===== config.mk =====
export PLATFORM = sky130hd
export DESIGN_NAME = gate_vector_sequencer_flat
export DESIGN_NICKNAME = d
export VERILOG_FILES = /design/src/rtl/gate_vector_sequencer_pkg.sv /design/src/rtl/gate_vector_sequencer_if.sv /design/src/rtl/gate_vector_sequencer_ref_model.sv /design/src/rtl/gate_vector_sequencer.sv /design/src/flat_wrapper.sv
export SDC_FILE = /design/constraint.sdc
export NUM_CORES = 1
export LEC_CHECK = 0
export BUFFER_PORTS_ARGS = -buffer_cell sky130_fd_sc_hd__buf_2
export CAP_MARGIN = 20
export CORE_AREA = 3 3 59 88
export DETAILED_ROUTE_END_ITERATION = 10
export DIE_AREA = 0 0 62 91
export PLACE_DENSITY_LB_ADDON = 0.25
export RECOVER_POWER = 50
export SLEW_MARGIN = 20
export SYNTH_ARGS = -nofsm -noshare
export SYNTH_HDL_FRONTEND = slang
export SYNTH_HIERARCHICAL = 1
export SYNTH_SLANG_ARGS = --single-unit

===== constraint.sdc =====
create_clock -name clk -period 4.15 [get_ports clk]
set_input_delay 0.83 -clock clk [delete_from_list [all_inputs] [get_ports clk]]
set_output_delay 0.83 -clock clk [all_outputs]
set_load 0.02 [all_outputs]

===== src/rtl/gate_vector_sequencer_pkg.sv =====
// Shared types for the exhaustive gate truth-table sequencer and its reference model.
// Operation encoding matches the op_sel field seen on the bus.
package gate_test_pkg;

   typedef enum logic [1:0] {
      OP_OR  = 2'b00,
      OP_AND = 2'b01,
      OP_XOR = 2'b10,
      OP_NOR = 2'b11
   } gate_op_t;

   typedef enum logic [1:0] {
      S_IDLE,
      S_DRIVE,
      S_DONE
   } seq_state_t;

endpackage


===== src/rtl/gate_vector_sequencer_if.sv =====
// Control, status and gate-side signals of the truth-table sequencer.
// slave is the sequencer; master is whoever starts it and owns the gate under test.
interface gate_vector_sequencer_if
   import gate_test_pkg::*;
#(
   parameter int N_IN  = 2,
   parameter int CNT_W = 8
);

   logic              start;
   gate_op_t          op_sel;
   logic [N_IN-1:0]   vec_o;
   logic              dut_i;
   logic              busy;
   logic              done;
   logic              err_flag;
   logic [CNT_W-1:0]  err_cnt;
   logic [N_IN-1:0]   first_err_vec;

   modport master (
      output start, op_sel, dut_i,
      input  vec_o, busy, done, err_flag, err_cnt, first_err_vec
   );

   modport slave (
      input  start, op_sel, dut_i,
      output vec_o, busy, done, err_flag, err_cnt, first_err_vec
   );

endinterface


===== src/rtl/gate_vector_sequencer_ref_model.sv =====
// Combinational golden reference: reduction of the input vector by the selected operation.
// Kept separate so benches can reuse the same reference.
module gate_ref_model
   import gate_test_pkg::*;
#(
   parameter int N_IN = 2
) (
   input  gate_op_t        op,
   input  logic [N_IN-1:0] vec,
   output logic            exp
);

   always_comb begin
      exp = 1'b0;
      case (op)
         OP_OR:  exp = |vec;
         OP_AND: exp = &vec;
         OP_XOR: exp = ^vec;
         OP_NOR: exp = ~(|vec);
      endcase
   end

endmodule


===== src/rtl/gate_vector_sequencer.sv =====
// Walks every input vector of a small gate, holds each for HOLD_CYCLES, and compares the
// gate output against the reference at the end of each hold, accumulating error status.
module gate_vector_sequencer
   import gate_test_pkg::*;
#(
   parameter int N_IN        = 2,
   parameter int HOLD_CYCLES = 5,
   parameter int CNT_W       = 8
) (
   input logic                    clk,
   input logic                    rst,
   gate_vector_sequencer_if.slave bus
);

   localparam int HW = $clog2(HOLD_CYCLES + 1);
   // One extra vector-counter bit so the last-vector compare never aliases through wrap.
   localparam int VW = N_IN + 1;

   localparam logic [HW-1:0]    HOLD_LAST = HW'(HOLD_CYCLES - 1);
   localparam logic [VW-1:0]    VEC_LAST  = VW'((1 << N_IN) - 1);
   localparam logic [CNT_W-1:0] CNT_MAX   = {CNT_W{1'b1}};

   seq_state_t        state;
   gate_op_t          op_q;
   logic [HW-1:0]     hold_cnt;
   logic [VW-1:0]     vec_cnt;
   logic              busy_q;
   logic              done_q;
   logic              err_flag_q;
   logic [CNT_W-1:0]  err_cnt_q;
   logic [N_IN-1:0]   first_err_q;
   logic              ref_bit;

   gate_ref_model #(.N_IN(N_IN)) u_ref (
      .op  (op_q),
      .vec (vec_cnt[N_IN-1:0]),
      .exp (ref_bit)
   );

   always_ff @(posedge clk) begin
      if (rst) begin
         state       <= S_IDLE;
         op_q        <= OP_OR;
         hold_cnt    <= '0;
         vec_cnt     <= '0;
         busy_q      <= 1'b0;
         done_q      <= 1'b0;
         err_flag_q  <= 1'b0;
         err_cnt_q   <= '0;
         first_err_q <= '0;
      end else begin
         case (state)
            S_IDLE, S_DONE: begin
               if (bus.start) begin
                  state       <= S_DRIVE;
                  op_q        <= bus.op_sel;
                  hold_cnt    <= '0;
                  vec_cnt     <= '0;
                  busy_q      <= 1'b1;
                  done_q      <= 1'b0;
                  err_flag_q  <= 1'b0;
                  err_cnt_q   <= '0;
                  first_err_q <= '0;
               end
            end
            S_DRIVE: begin
               if (hold_cnt == HOLD_LAST) begin
                  if (bus.dut_i != ref_bit) begin
                     if (err_cnt_q != CNT_MAX) begin
                        err_cnt_q <= err_cnt_q + CNT_W'(1);
                     end
                     err_flag_q <= 1'b1;
                     if (!err_flag_q) begin
                        first_err_q <= vec_cnt[N_IN-1:0];
                     end
                  end
                  hold_cnt <= '0;
                  if (vec_cnt == VEC_LAST) begin
                     state  <= S_DONE;
                     busy_q <= 1'b0;
                     done_q <= 1'b1;
                  end else begin
                     vec_cnt <= vec_cnt + VW'(1);
                  end
               end else begin
                  hold_cnt <= hold_cnt + HW'(1);
               end
            end
            default: state <= S_IDLE;
         endcase
      end
   end

   assign bus.vec_o         = vec_cnt[N_IN-1:0];
   assign bus.busy          = busy_q;
   assign bus.done          = done_q;
   assign bus.err_flag      = err_flag_q;
   assign bus.err_cnt       = err_cnt_q;
   assign bus.first_err_vec = first_err_q;

endmodule


===== src/flat_wrapper.sv =====
// flat-port wrapper written by rule: the top's interface ports become plain ports
module gate_vector_sequencer_flat import gate_test_pkg::*;
#(
   parameter int N_IN        = 2,
   parameter int HOLD_CYCLES = 5,
   parameter int CNT_W       = 8
)
  (clk, rst, bus_start, bus_op_sel, bus_dut_i, bus_vec_o, bus_busy, bus_done, bus_err_flag, bus_err_cnt, bus_first_err_vec);
  gate_vector_sequencer_if #(.N_IN(N_IN), .CNT_W(CNT_W)) bus_i ();
  input logic clk;
  input logic rst;
  input wire logic [$bits(bus_i.start)-1:0] bus_start;
  input wire logic [$bits(bus_i.op_sel)-1:0] bus_op_sel;
  input wire logic [$bits(bus_i.dut_i)-1:0] bus_dut_i;
  output wire logic [$bits(bus_i.vec_o)-1:0] bus_vec_o;
  output wire logic [$bits(bus_i.busy)-1:0] bus_busy;
  output wire logic [$bits(bus_i.done)-1:0] bus_done;
  output wire logic [$bits(bus_i.err_flag)-1:0] bus_err_flag;
  output wire logic [$bits(bus_i.err_cnt)-1:0] bus_err_cnt;
  output wire logic [$bits(bus_i.first_err_vec)-1:0] bus_first_err_vec;
  assign bus_i.start = bus_start;
  assign bus_i.op_sel = bus_op_sel;
  assign bus_i.dut_i = bus_dut_i;
  assign bus_vec_o = bus_i.vec_o;
  assign bus_busy = bus_i.busy;
  assign bus_done = bus_i.done;
  assign bus_err_flag = bus_i.err_flag;
  assign bus_err_cnt = bus_i.err_cnt;
  assign bus_first_err_vec = bus_i.first_err_vec;
  gate_vector_sequencer #(.N_IN(N_IN), .HOLD_CYCLES(HOLD_CYCLES), .CNT_W(CNT_W)) u_core (.clk(clk), .rst(rst), .bus(bus_i));
endmodule

After elaboration in Yosys (flattened, before gate mapping)

Cells that the tools add are included.

Bits in registers: 23
Word-level logic and storage cells: 76
Input port bits: 6

Reductions and logical operators: 15
Bitwise operators: 1
Mux-type cells: 32
Add/subtract/negate cells: 3
Equality and inequality tests: 16

Operators by type and width:

| kind                                                                   | count |
|---|---|
| 8-bit two-way mux                                                      | 4 |
| 8-bit case mux with 2 select lines                                     | 1 |
| 2-bit two-way mux                                                      | 7 |
| 3-bit two-way mux                                                      | 4 |
| 3-bit case mux with 2 select lines                                     | 2 |
| 4-bit AND reduction                                                    | 3 |
| 5-bit AND reduction                                                    | 2 |
| 8-bit by 1-bit adder with 8-bit output (second input constant)         | 1 |
| 1-bit two-way mux                                                      | 8 |
| 2-bit by 1-bit != test with 1-bit output (second input constant)       | 4 |
| 8-bit != test (second input constant)                                  | 1 |
| 2-bit case mux with 2 select lines                                     | 2 |
| 3-bit by 1-bit adder with 3-bit output (second input constant)         | 2 |
| 2-bit equality test (second input constant)                            | 3 |
| 2-bit != test (second input constant)                                  | 3 |
| 1-bit case mux with 2 select lines                                     | 3 |
| 2-bit AND reduction                                                    | 3 |
| 2-bit by 1-bit equality test with 1-bit output (second input constant) | 2 |
| 2-bit logical NOT                                                      | 2 |
| 1-bit case mux with 4 select lines                                     | 1 |
| 2-bit OR reduction                                                     | 2 |
| 3-bit by 2-bit equality test with 1-bit output (second input constant) | 1 |
| 3-bit equality test (second input constant)                            | 1 |
| 3-bit AND reduction                                                    | 1 |
| other kinds (4)                                                        | 4 |

Longest topological paths before layout

Gate-level depths: netlist of the first run.

Depth after elaboration: 7
Mapped depth: 9

Hierarchy

The synthesis of the first run kept the hierarchy.

By module, submodules not included:

| module                | cells each | seq. area each (µm²) | instances | area each (µm²) |
|---|---|---|---|---|
| gate_vector_sequencer | 143        | 460.4                | 1         | 1,273.7 |
| gate_ref_model        | 9          | 0.0                  | 1         | 66.3 |

Least setup slack after synthesis of the first run

OpenSTA, ideal clock, no wires.

Kind: reg2reg
From: register u_core.vec_cnt[0]
To: register u_core.err_cnt_q[1] (netlist: u_core/bus.err_cnt[1])
Library setup time: 0.092 ns
Arrival time: 1.953 ns
Stages on the path, launching flop included: 10
Data required time: 4.058 ns
Slack: 2.105 ns
Path through: dfxtp_1 inv_1 ha_1 mux2_1 nand2_1 o21ai_1 xnor2_2 a31o_2 a21oi_1 o32ai_1

Longest elaborated chain between the ends: 6

RTL lines:

| item                                                   | line                                                                         | text |
|---|---|---|
| start, declared                                        | gate_vector_sequencer.sv:26                                                  | `logic [VW-1:0] vec_cnt;` |
| start signal, assigned                                 | gate_vector_sequencer.sv:83                                                  | `vec_cnt <= vec_cnt + VW'(1);` |
| 2-bit OR reduction                                     | gate_vector_sequencer_ref_model.sv:16, gate_vector_sequencer_ref_model.sv:19 |  |
| 1-bit inverter                                         | gate_vector_sequencer_ref_model.sv:19                                        | `OP_NOR: exp = ~(\|vec);` |
| 1-bit case mux with 4 select lines (*)                 | gate_vector_sequencer_ref_model.sv:15                                        | `case (op)` |
| net u_core.ref_bit                                     | gate_vector_sequencer.sv:32                                                  | `logic ref_bit;` |
| 1-bit != test (*)                                      | gate_vector_sequencer.sv:68                                                  | `if (bus.dut_i != ref_bit) begin` |
| 2-bit by 1-bit != test with 1-bit output (no line) (*) | n/a                                                                          |  |
| 5-bit AND reduction (no line) (*)                      | n/a                                                                          |  |
| end signal, assigned                                   | gate_vector_sequencer.sv:70                                                  | `err_cnt_q <= err_cnt_q + CNT_W'(1);` |
| end, declared                                          | gate_vector_sequencer.sv:30                                                  | `logic [CNT_W-1:0] err_cnt_q;` |

Mark *: on every way through the listed nets, which the timed path passes. The rest lies on a longest branch.
A chain may end at the register's enable or synchronous reset.

Worst setup path after layout of the first run

Same ends and word-level chain as after synthesis.

==> flow_metrics.py, run 1 <==
metrics = {
    "power_and_ir_drop": {
        "clock_power_share": 0.327,
        "peakVddDrop_mv": 0.0886,
        "power_frac_comb": 0.149,
        "swShare": 0.283,
        "p_sw_mw": 0.125,
        "seqPwrFrac": 0.524,
        "p_int_mw": 0.317,
        "leakage_nw": 0.516,
        "fin_total_pwr_mw": 0.443,
        "pwr_density_cell_mw_per_mm2": 303,
    },
    "timing": {
        "timing.setup.tns_ps": 0,
        "setup_violations": 0,
        "rsz0062_at_grt": "false",
        "worstMarginPinSlew_ps": 850,
        "fmax_mhz": 422,
        "finalHoldViolCount": 0,
        "slew_headroom": 0.432,
        "finalCritPeriodShare": 0.571,
        "slew_violations": 0,
        "fin_skew_ps": 2.62,
        "finalCriticalPeriod_ps": 2370,
    },
    "setup_path": {
        "crit_family": "compound AO/OA/AOI/OAI gates",
        "crit_required_ps": 4330,
        "critPathCaptureType": "flip-flop",
        "path_class": "reg -> reg",
        "cp.arrival_ps": 2550,
        "worst_setup_path_start_kind": "flip-flop",
        "max_stage_delay_ps": 440,
        "cp_max_fo": 7,
        "crit_chain": "inv_1 > ha_1 > mux2_1 > nand2_1 > o21ai_1 > xnor2_2 > a31o_2 > a21oi_1 > o32ai_1",
        "crit_slowest_cell": "dfxtp_1",
        "crit_buf_inv": 1,
    },
    "finish": {
        "n_antenna_cell": 0,
        "drive_above_1_share": 0.120,
        "layout.nets": 180,
        "fill_cells": 486,
        "multi_input_area_um2": 759,
        "area_growth_pct": 9.15,
        "utilization": 0.322,
        "final-seq-area_um2": 460,
    },
    "clock_network": {
        "cts_made_buffers": 3,
        "cts-resized-gates": 0,
        "hold_buffers": 0,
        "clock_sinks": 23,
        "cts_tree": "built",
        "clockBufferDepth": 2,
        "cts_htree_levels": 1,
        "clk_pin_slew_ps": 80,
        "clk_latency_ps": 270,
        "cts-root-buf": "clkbuf_8",
        "post_cts_buffers": 0,
    },
    "floorplanning": {
        "rows": 30,
        "start_util": 0.295,
        "coreArea_mm2": 0.00454,
        "die_w_um": 62,
        "die_area_mm2": 0.00564,
        "pin_count": 21,
        "dieHeight_um": 91,
    },
    "global_route": {
        "antenna_found_initial": 0,
        "grt_pass1_vias": 1106,
        "grt_overflow_total": 0,
        "grt_max_degree": 26,
        "grtUsageTotal": 0.118,
        "grt_pass1_wl_um": 5090,
    },
    "synthesis": {
        "synth_warnings": 6,
        "synth_edf_count": 0,
        "synth_compound_area_frac": 0.224,
        "yosysSeqAreaShare": 0.344,
        "synth-simple-area-share": 0.242,
        "synth_mux_area_frac": 0.0308,
        "yosys_most_used_dff": "dfxtp_1",
        "yosysTopAreaCell": "dfxtp_1",
        "ys_top_cells_by_area": "dfxtp_1 (34%), ha_1 (6.5%), a21oi_1 (4.5%)",
        "netlist_area_mm2": 0.00134,
        "syn_nets": 165,
        "synth_top_area_frac": 0.344,
        "synth-xor-area-share": 0.0187,
        "synth_top_family_by_area": "simple AND/OR/NAND/NOR gates",
        "synth_area_per_cell_um2": 8.82,
        "postSynthCellCount": 152,
        "synth_adder_area_share": 0.0654,
        "synth-seq-cells": 23,
        "ys_types": 43,
        "synthArstFlopShare": 0,
    },
    "place": {
        "post-dp-hpwl_um": 2370,
        "io_buffers": 20,
        "gp_congestion": 0.847,
    },
    "routing": {
        "drtIter0Drc": 76,
        "via_per_inst": 5.05,
        "wire_per_inst_um": 13.8,
        "first_pass_iters": 4,
        "ant_nets": 0,
        "drc": 0,
        "vias": 1162,
        "wl_um": 3180,
    },
    "status": {
        "status": "complete, no violations",
    },
    "job": {
        "cap_violations": 0,
    },
    "worst_hold_path": {
        "hp-class": "reg -> reg",
    },
}
[worst reg2reg max path, delay by kind of cell, from the launching register on]
| family | cells | cell delay (ps) |
|---|---|---|
| AOI/OAI and AO/OA | 4 | 750 |
| DFF | 1 | 440 |
| xor gates and xnor gates | 1 | 350 |
| adders and majority gates | 1 | 300 |
| muxes | 1 | 290 |
| buffers and inverters | 1 | 70 |
| and+or+nand+nor | 1 | 70 |
[logic make-up (layout without fill, tap and decap cells)]
| kind of cell | Yosys count | in the layout |
|---|---|---|
| adders and majority gates | 7 | 7 |
| and+or+nand+nor | 57 | 57 |
| buffers and inverters | 19 | 33 |
| muxes | 4 | 4 |
| DFF | 23 | 23 |
| AOI/OAI and AO/OA | 40 | 40 |
| xor gates and xnor gates | 2 | 2 |
[cell type report]
cell class,count,area share
Inverter,9,0.0231
Multi-Input combinational cell,110,0.519
Clock buffer,4,0.0308
Tap cell,64,0.0547
Sequential cell,23,0.315
Timing Repair Buffer,20,0.0573
[cell usage after synthesis, types with 2 or more instances]
library cell,count
dfxtp_1,23
nor2_1,14
a21oi_1,12
nand2_1,11
inv_1,9
ha_1,7
nand2b_1,7
nand3_1,6
o22ai_1,5
o21ai_0,4
a22oi_1,3
a41oi_1,3
and3_1,3
buf_2,3
buf_4,3
mux2i_1,3
nor2b_1,3
nor3_1,3
buf_6,2
nand3b_1,2
nand4b_1,2
nor2_2,2
nor4_2,2
[power groups by stage]
stage	Combinational [mW]	Clock, mW	Sequential, mW
after floorplan	0.0522	0	0.238
after global placement	0.0669	0	0.237
after detailed placement	0.0674	0	0.238
after CTS	0.0678	0.152	0.233
after global routing	0.0728	0.160	0.233
final	0.0659	0.145	0.232
[metal layers]
| layer | global-route usage | share of wire | vias to the layer above |
|---|---|---|---|
| met4 | 0.0566 | 0.019 | 0 |
| li1 | - | - | 580 |
| met1 | 0.134 | 0.42 | 560 |
| met5 | 0 | 0 | - |
| met2 | 0.200 | 0.54 | 18 |
| met3 | 0.0199 | 0.025 | 4 |
[final timing paths]
kind,start,end,slack (ps),depth (start not counted)
max,u_core/vec_cnt[0],u_core/bus.err_cnt[1],1780,9
min,u_core/bus.done,u_core/bus.done,460,2
max reg2reg,u_core/vec_cnt[0],u_core/bus.err_cnt[1],1780,9
min reg2reg,u_core/bus.done,u_core/bus.done,460,2
[sequential cells by signal (all words and copies together) (netlist names)]
| register | count |
|---|---|
| u_core/bus.busy | 1 |
| u_core/bus.done | 1 |
| u_core/bus.err_cnt | 8 |
| u_core/bus.err_flag | 1 |
| u_core/bus.first_err_vec | 2 |
| u_core/hold_cnt | 3 |
| u_core/op_q | 2 |
| u_core/state | 2 |
| u_core/vec_cnt | 3 |
[stage by stage]
stage / hold slack [ps] / setup slack [ps] / instance area (um^2) / cells
2_1_floorplan: 450 / 2100 / 1340 / 152
3_3_place_gp: 452 / 1890 / 1450 / 226
3_5_place_dp: 448 / 1820 / 1450 / 226
4_1_cts: 463 / 1770 / 1500 / 230
5_1_grt: 503 / 1630 / 1460 / 230
6_report: 465 / 1780 / 1460 / 230
[layout by cell type, fill, tap and decap left out, drive strengths merged, types with 2 or more instances in the layout]
cell and n:
nand3 6, dfxtp 23, a22oi 4, a41oi 3, ha 7, nand3b 2, nor3 3, clkbuf 17
and3 3, nor4 2, nand2b 7, inv 9, nor2 16, nand4b 3, o21ai 6, o22ai 5
buf 7, nor2b 3, a21oi 12, nand2 11, mux2i 3
No activity file was read; power rests on OpenSTA's default activity.
==> run 2: changes to the inputs <==
Settings changed: ABC_AREA set to 1, CORE_AREA 3 3 59 88 to 3 3 58 87, DIE_AREA 0 0 62 91 to 0 0 61 90.
Clock period 4.15 ns to 2.19 ns, I/O delays scaled along.
==> run 2 against run 1 <==
Critical path type unchanged. Clock-buffer cell count down 1. Clock power grew 86%. Hold slack got worse by 47 ps. Fmax is 27% higher. Largest power group unchanged. Register-to-register slack lost 1500 ps. Wire length shrank 12%. Via count grew 0.52%. Sequential power grew 100%.
==> flow_metrics.py, run 2 <==
metrics = {
    "place": {
        "place_inst": 255,
        "dp_slack_ps": 357,
        "post-dp-hpwl_um": 2140,
        "io_buffers": 20,
        "gp_congestion": 0.801,
    },
    "floorplanning": {
        "rows": 29,
        "start_util": 0.304,
        "die_w_um": 61,
        "pin_count": 21,
        "dieHeight_um": 90,
        "coreArea_mm2": 0.00432,
        "die_area_mm2": 0.00549,
    },
    "setup_path": {
        "cp.arrival_ps": 2070,
        "crit_required_ps": 2400,
        "path_class": "reg -> reg",
        "rr_worst_depth": 15,
        "reg2reg_from": "u_core/vec_cnt[0]",
        "critPathLaunch": "u_core/vec_cnt[0]",
        "worst_setup_path_start_kind": "flip-flop",
        "cp-endpoint": "u_core/bus.err_cnt[1]",
        "critPathCaptureType": "flip-flop",
        "reg2reg_to": "u_core/bus.err_cnt[1]",
        "cp_max_fo": 16,
        "rrSetupSlack_ps": 330,
    },
    "timing": {
        "timing.setup.tns_ps": 0,
        "rsz0062_at_grt": "false",
        "finalCritPeriodShare": 0.850,
        "setup_ws_ps": 329,
        "slew_violations": 0,
        "fin_skew_ps": 1.79,
        "worstMarginPinSlew_ps": 698,
        "slew_headroom": 0.535,
        "fmax_mhz": 537,
        "finalCriticalPeriod_ps": 1860,
        "setup_violations": 0,
        "finalHoldViolCount": 0,
    },
    "global_route": {
        "grtUsageTotal": 0.110,
        "grt_pass1_wl_um": 4710,
        "grt_overflow_total": 0,
        "grt_pass1_vias": 1079,
        "grt_max_degree": 17,
        "antenna_found_initial": 0,
    },
    "finish": {
        "final_cell_mix": "nand2_1 (51), inv_1 (30), nor2_1 (26)",
        "final-seq-area_um2": 460,
        "layout.nets": 227,
        "drive_above_1_share": 0.108,
        "final_common_cell": "nand2_1",
        "multi_input_area_um2": 689,
        "finalNonFillerCells": 259,
        "largest_reg_flops": 8,
        "fill_cells": 491,
        "area_growth_pct": 11.3,
        "n_antenna_cell": 0,
        "utilization": 0.338,
    },
    "synthesis": {
        "synth_warnings": 6,
        "synth_adder_area_share": 0.0668,
        "synth-xor-area-share": 0.00668,
        "synth-simple-area-share": 0.363,
        "synthArstFlopShare": 0,
        "yosysTopAreaCell": "dfxtp_1",
        "syn_nets": 207,
        "synth_top_family_by_area": "simple AND/OR/NAND/NOR gates",
        "synth_commonest_cells": "nand2_1 (50), inv_1 (30), nor2_1 (26), dfxtp_1 (23)",
        "yosys_most_used_dff": "dfxtp_1",
        "synth_compound_area_frac": 0.0916,
        "ys_top_cells_by_area": "dfxtp_1 (35%), nand2_1 (14%), inv_1 (8.6%)",
        "synth_edf_count": 0,
        "synth_mux_area_frac": 0,
        "ys_types": 28,
        "synth-seq-cells": 23,
        "netlist_area_mm2": 0.00131,
        "synth_most_common_cell": "nand2_1",
        "yosysSeqAreaShare": 0.351,
        "postSynthCellCount": 194,
        "synth_top_area_frac": 0.351,
        "synth_area_per_cell_um2": 6.76,
    },
    "clock_network": {
        "cts_htree_levels": 1,
        "clk_latency_ps": 260,
        "clk_pin_slew_ps": 90,
        "hold_buffers": 0,
        "cts-resized-gates": 0,
        "cts_tree": "built",
        "clockBufferDepth": 2,
        "cts_made_buffers": 3,
        "clock_sinks": 23,
        "post_cts_buffers": 0,
        "cts-root-buf": "clkbuf_8",
    },
    "power_and_ir_drop": {
        "swShare": 0.337,
        "pwr_density_cell_mw_per_mm2": 679,
        "p_sw_mw": 0.334,
        "peakVddDrop_mv": 0.276,
        "seqPwrFrac": 0.479,
        "leakage_nw": 0.647,
        "power_frac_comb": 0.249,
        "fin_total_pwr_mw": 0.990,
        "p_int_mw": 0.656,
        "clock_power_share": 0.272,
    },
    "routing": {
        "via_per_inst": 4.51,
        "drtIter0Drc": 49,
        "first_pass_iters": 4,
        "drc": 0,
        "wire_per_inst_um": 10.9,
        "vias": 1168,
        "ant_nets": 0,
        "wl_um": 2820,
    },
    "job": {
        "cap_violations": 0,
    },
    "status": {
        "status": "complete, no violations",
    },
    "worst_hold_path": {
        "hp-class": "in -> reg",
    },
}
-- run 2: cell count changes in the layout (fill, tap and decap cells not counted), moves of 5 or more --
cell,delta
nand2_1,+40
inv_1,+21
nor2_1,+12
nand2b_1,-7
nand3_1,+7
o22ai_1,-5
-- run 2: area by class of cell --
type	count	share of cell area
tap	46	0.0395
clock inverter	1	0.00343
timing repair buffer	20	0.0557
sequential	23	0.316
multi-input combinational	133	0.473
inverter	33	0.0849
clock buffer	3	0.0283
-- run 2: cell families (layout without fill, tap and decap cells) --
logic type	Yosys count	after routing
compound gates	22	22
buf+inv	38	57
simple gates	103	103
flops	23	23
fa+ha+maj	7	7
xor+xnor	1	1
-- run 2: per-layer routing --
layer,vias to the layer above,global-route usage,part of all wire
li1,633,-,-
met1,515,0.137,0.46
met2,16,0.178,0.49
met3,4,0.0186,0.033
met4,0,0.0524,0.017
met5,-,0,0
-- run 2: metrics by stage --
| stage | instance area (um^2) | hold slack, ps |
|---|---|---|
| finish | 1460 | 418 |
| global route | 1460 | 439 |
| CTS | 1480 | 416 |
| detailed placement | 1430 | 451 |
| global placement | 1430 | 449 |
| floorplan | 1310 | 439 |
-- run 2: power groups by stage --
stage	clock network, mW	logic [mW]	registers (mW)
floorplan	0	0.183	0.502
global placement	0	0.255	0.485
detailed placement	0	0.255	0.485
CTS	0.284	0.257	0.475
global route	0.299	0.284	0.481
finish	0.269	0.246	0.475
-- run 2: worst min-delay path by stage --
stage	startpoint	endpoint	slack, ps	depth (start not counted)
2_1_floorplan	u_core/vec_cnt[2]	u_core/vec_cnt[2]	440	2
3_3_place_gp	u_core/bus.busy	u_core/bus.busy	450	2
3_5_place_dp	u_core/bus.busy	u_core/bus.busy	450	2
4_1_cts	bus_op_sel[1]	u_core/op_q[1]	420	3
5_1_grt	bus_op_sel[1]	u_core/op_q[1]	440	3
6_report	bus_op_sel[1]	u_core/op_q[1]	420	3
-- run 2: critical path, stage by stage (launching register included) --
cell	delay, ps
dfxtp_1	440
inv_1	70
ha_1	290
inv_1	50
nand2_1	40
nand3_1	60
nand2_1	60
inv_1	50
nand2_1	40
nand2_1	60
nor2_2	60
nor2_8	220
nand2_2	130
nand2_1	80
nand2_1	50
nor2_1	100
==> run 3: changes to the inputs <==
Settings changed: ABC_AREA 1 to 0, CORE_AREA 3 3 58 87 to 3 3 59 88, DIE_AREA 0 0 61 90 to 0 0 62 91.
Clock period 2.19 ns to 1.65 ns, I/O delays scaled along.
==> run 3 against run 2 <==
The flow now finishes with violations (negative setup slack). Register-to-register slack worse by 530 ps. Final cell count shrank 5.4%. Utilization up 4.3 points. Critical path depth fell by 6. Highest routed layer unchanged.
==> flow_metrics.py, run 3 (synthesis results as in run 1) <==
metrics = {
    "status": {
        "status": "finished, violations left",
        "failed_checks": "negative setup slack",
    },
    "routing": {
        "wire_per_inst_um": 13.7,
        "ant_nets": 0,
        "vias": 1234,
        "wl_um": 3370,
        "drc": 0,
        "drtIter0Drc": 50,
        "first_pass_iters": 4,
        "via_per_inst": 5.04,
    },
    "power_and_ir_drop": {
        "seqPwrFrac": 0.500,
        "power_frac_comb": 0.194,
        "leakage_nw": 0.632,
        "p_sw_mw": 0.334,
        "clock_power_share": 0.306,
        "fin_total_pwr_mw": 1.17,
        "swShare": 0.285,
        "pwr_density_cell_mw_per_mm2": 676,
        "peakVddDrop_mv": 0.306,
        "p_int_mw": 0.837,
    },
    "timing": {
        "fmax_mhz": 539,
        "worstMarginPinSlew_ps": 526,
        "slew_headroom": 0.649,
        "setup_violations": 11,
        "hold_slack_ps": 292,
        "finalCritPeriodShare": 1.12,
        "setup_ws_ps": -204,
        "slew_violations": 0,
        "finalCriticalPeriod_ps": 1850,
        "rsz0062_at_grt": "true",
        "finalHoldViolCount": 0,
        "fin_skew_ps": 2.80,
    },
    "finish": {
        "finalNonFillerCells": 245,
        "final_cell_mix": "dfxtp_1 (21), buf_4 (15), clkbuf_1 (14), nor2_1 (14), a21oi_1 (11)",
        "final_common_cell": "dfxtp_1",
        "area_growth_pct": 29.1,
        "final_area_mm2": 0.00173,
        "drive_above_1_share": 0.304,
        "layout.nets": 195,
        "largest_reg_flops": 8,
        "n_antenna_cell": 0,
    },
    "global_route": {
        "grt_pass1_wl_um": 5540,
        "grt_pass1_vias": 1229,
        "grt_overflow_total": 0,
        "grtUsageTotal": 0.126,
        "grt_max_degree": 19,
        "antenna_found_initial": 0,
    },
    "floorplanning": {
        "coreArea_mm2": 0.00454,
        "pin_count": 21,
        "die_w_um": 62,
        "start_util": 0.295,
        "rows": 30,
        "die_area_mm2": 0.00564,
        "dieHeight_um": 91,
    },
    "clock_network": {
        "clk_pin_slew_ps": 80,
        "cts_made_buffers": 3,
        "clk_latency_ps": 270,
        "cts_htree_levels": 1,
        "clockBufferDepth": 2,
        "cts-root-buf": "clkbuf_8",
        "clock_sinks": 23,
        "cts_tree": "built",
    },
    "setup_path": {
        "reg2reg_to": "u_core/bus.err_cnt[0]",
        "crit_chain": "inv_2 > ha_4 > mux2_4 > nand2_4 > o21ai_4 > xnor2_4 > a31o_4 > a21oi_2 > o22ai_1",
        "rrSetupSlack_ps": -200,
        "cp.arrival_ps": 2010,
        "critPathLaunch": "u_core/vec_cnt[1]",
        "critPathCaptureType": "flip-flop",
        "path_class": "reg -> reg",
        "max_stage_delay_ps": 340,
        "cp_max_fo": 6,
        "reg2reg_from": "u_core/vec_cnt[1]",
        "crit_slowest_cell": "dfxtp_2",
        "worst_setup_path_start_kind": "flip-flop",
        "crit_required_ps": 1800,
        "rr_worst_depth": 9,
    },
    "worst_hold_path": {
        "holdPathStages": 3,
        "hp-class": "in -> reg",
        "holdCritStartpoint": "bus_op_sel[0]",
        "whs_endpoint": "u_core/op_q[0]",
    },
    "place": {
        "dpl-instance-area_mm2": 0.00161,
        "place_inst": 240,
        "gp_congestion": 0.858,
        "post-dp-hpwl_um": 2510,
        "io_buffers": 20,
    },
    "job": {
        "cap_violations": 0,
    },
}
[run 3: changes by cell type in the layout (fill, tap and decap cells not counted), moves of 3 or more]
cell | previous run | this run
inv_1 | 30 | 7
nand2b_1 | 0 | 7
nor2_1 | 26 | 14
nor3_1 | 0 | 3
and3_1 | 0 | 3
buf_4 | 0 | 15
nand3_1 | 13 | 6
a22oi_1 | 0 | 3
nand2_1 | 51 | 8
o22ai_1 | 0 | 5
[run 3: power by group through the flow]
stage	combinational, mW	clock (mW)	sequential (mW)
2_1_floorplan	0.147	0	0.600
3_3_place_gp	0.202	0	0.597
3_5_place_dp	0.206	0	0.598
4_1_cts	0.215	0.379	0.586
5_1_grt	0.247	0.394	0.588
6_report	0.227	0.358	0.585
[run 3: layer usage]
layer / wire, um / global-route usage / vias to the layer above
met2: 1740 / 0.216 / 31
met4: 46 / 0.0478 / 0
met5: 0 / 0 / -
met1: 1440 / 0.148 / 591
met3: 139 / 0.0213 / 4
li1: - / - / 608
[run 3: area by class of cell]
class,instances,area [um^2]
Clock buffer,4,45.0
Sequential cell,23,465
Multi-Input combinational cell,110,907
Timing Repair Buffer,35,196
Tap cell,64,80.1
Inverter,9,36.3
Fill cell,462,2810
[run 3: worst max-delay path: cells and delay by family (launching register included)]
| family | cells | cell delay [ps] |
|---|---|---|
| buf+inv | 1 | 50 |
| compound gates | 4 | 600 |
| simple gates | 1 | 60 |
| mux | 1 | 280 |
| xor+xnor | 1 | 180 |
| flops | 1 | 340 |
| fa+ha+maj | 1 | 220 |
[run 3: how the worst max path moves through the flow]
stage,to,slack [ps],cells past startpoint
finish,u_core/bus.err_cnt[0],-200,9
floorplan,u_core/bus.err_cnt[1],-190,9
CTS,u_core/bus.err_cnt[1],-230,9
global route,u_core/bus.err_cnt[1],-280,9
detailed placement,u_core/bus.err_cnt[1],-280,9
global placement,u_core/bus.err_cnt[1],-220,9
[run 3: what timing repair did]
action	CTS	global route
buffers inserted	0	1
hold buffers	0	0
setup endpoints to repair	11	17
resized for setup	9	7
hold endpoints to repair	0	0
pin swaps	7	7
[run 3: through the flow]
stage / setup TNS [ps] / setup slack [ps] / util
detailed placement: -2160 / -282 / 0.355
floorplan: -1510 / -192 / -
finish: -1670 / -204 / 0.381
CTS: -2170 / -233 / 0.376
global route: -2550 / -277 / 0.381
global placement: -1900 / -217 / 0.355
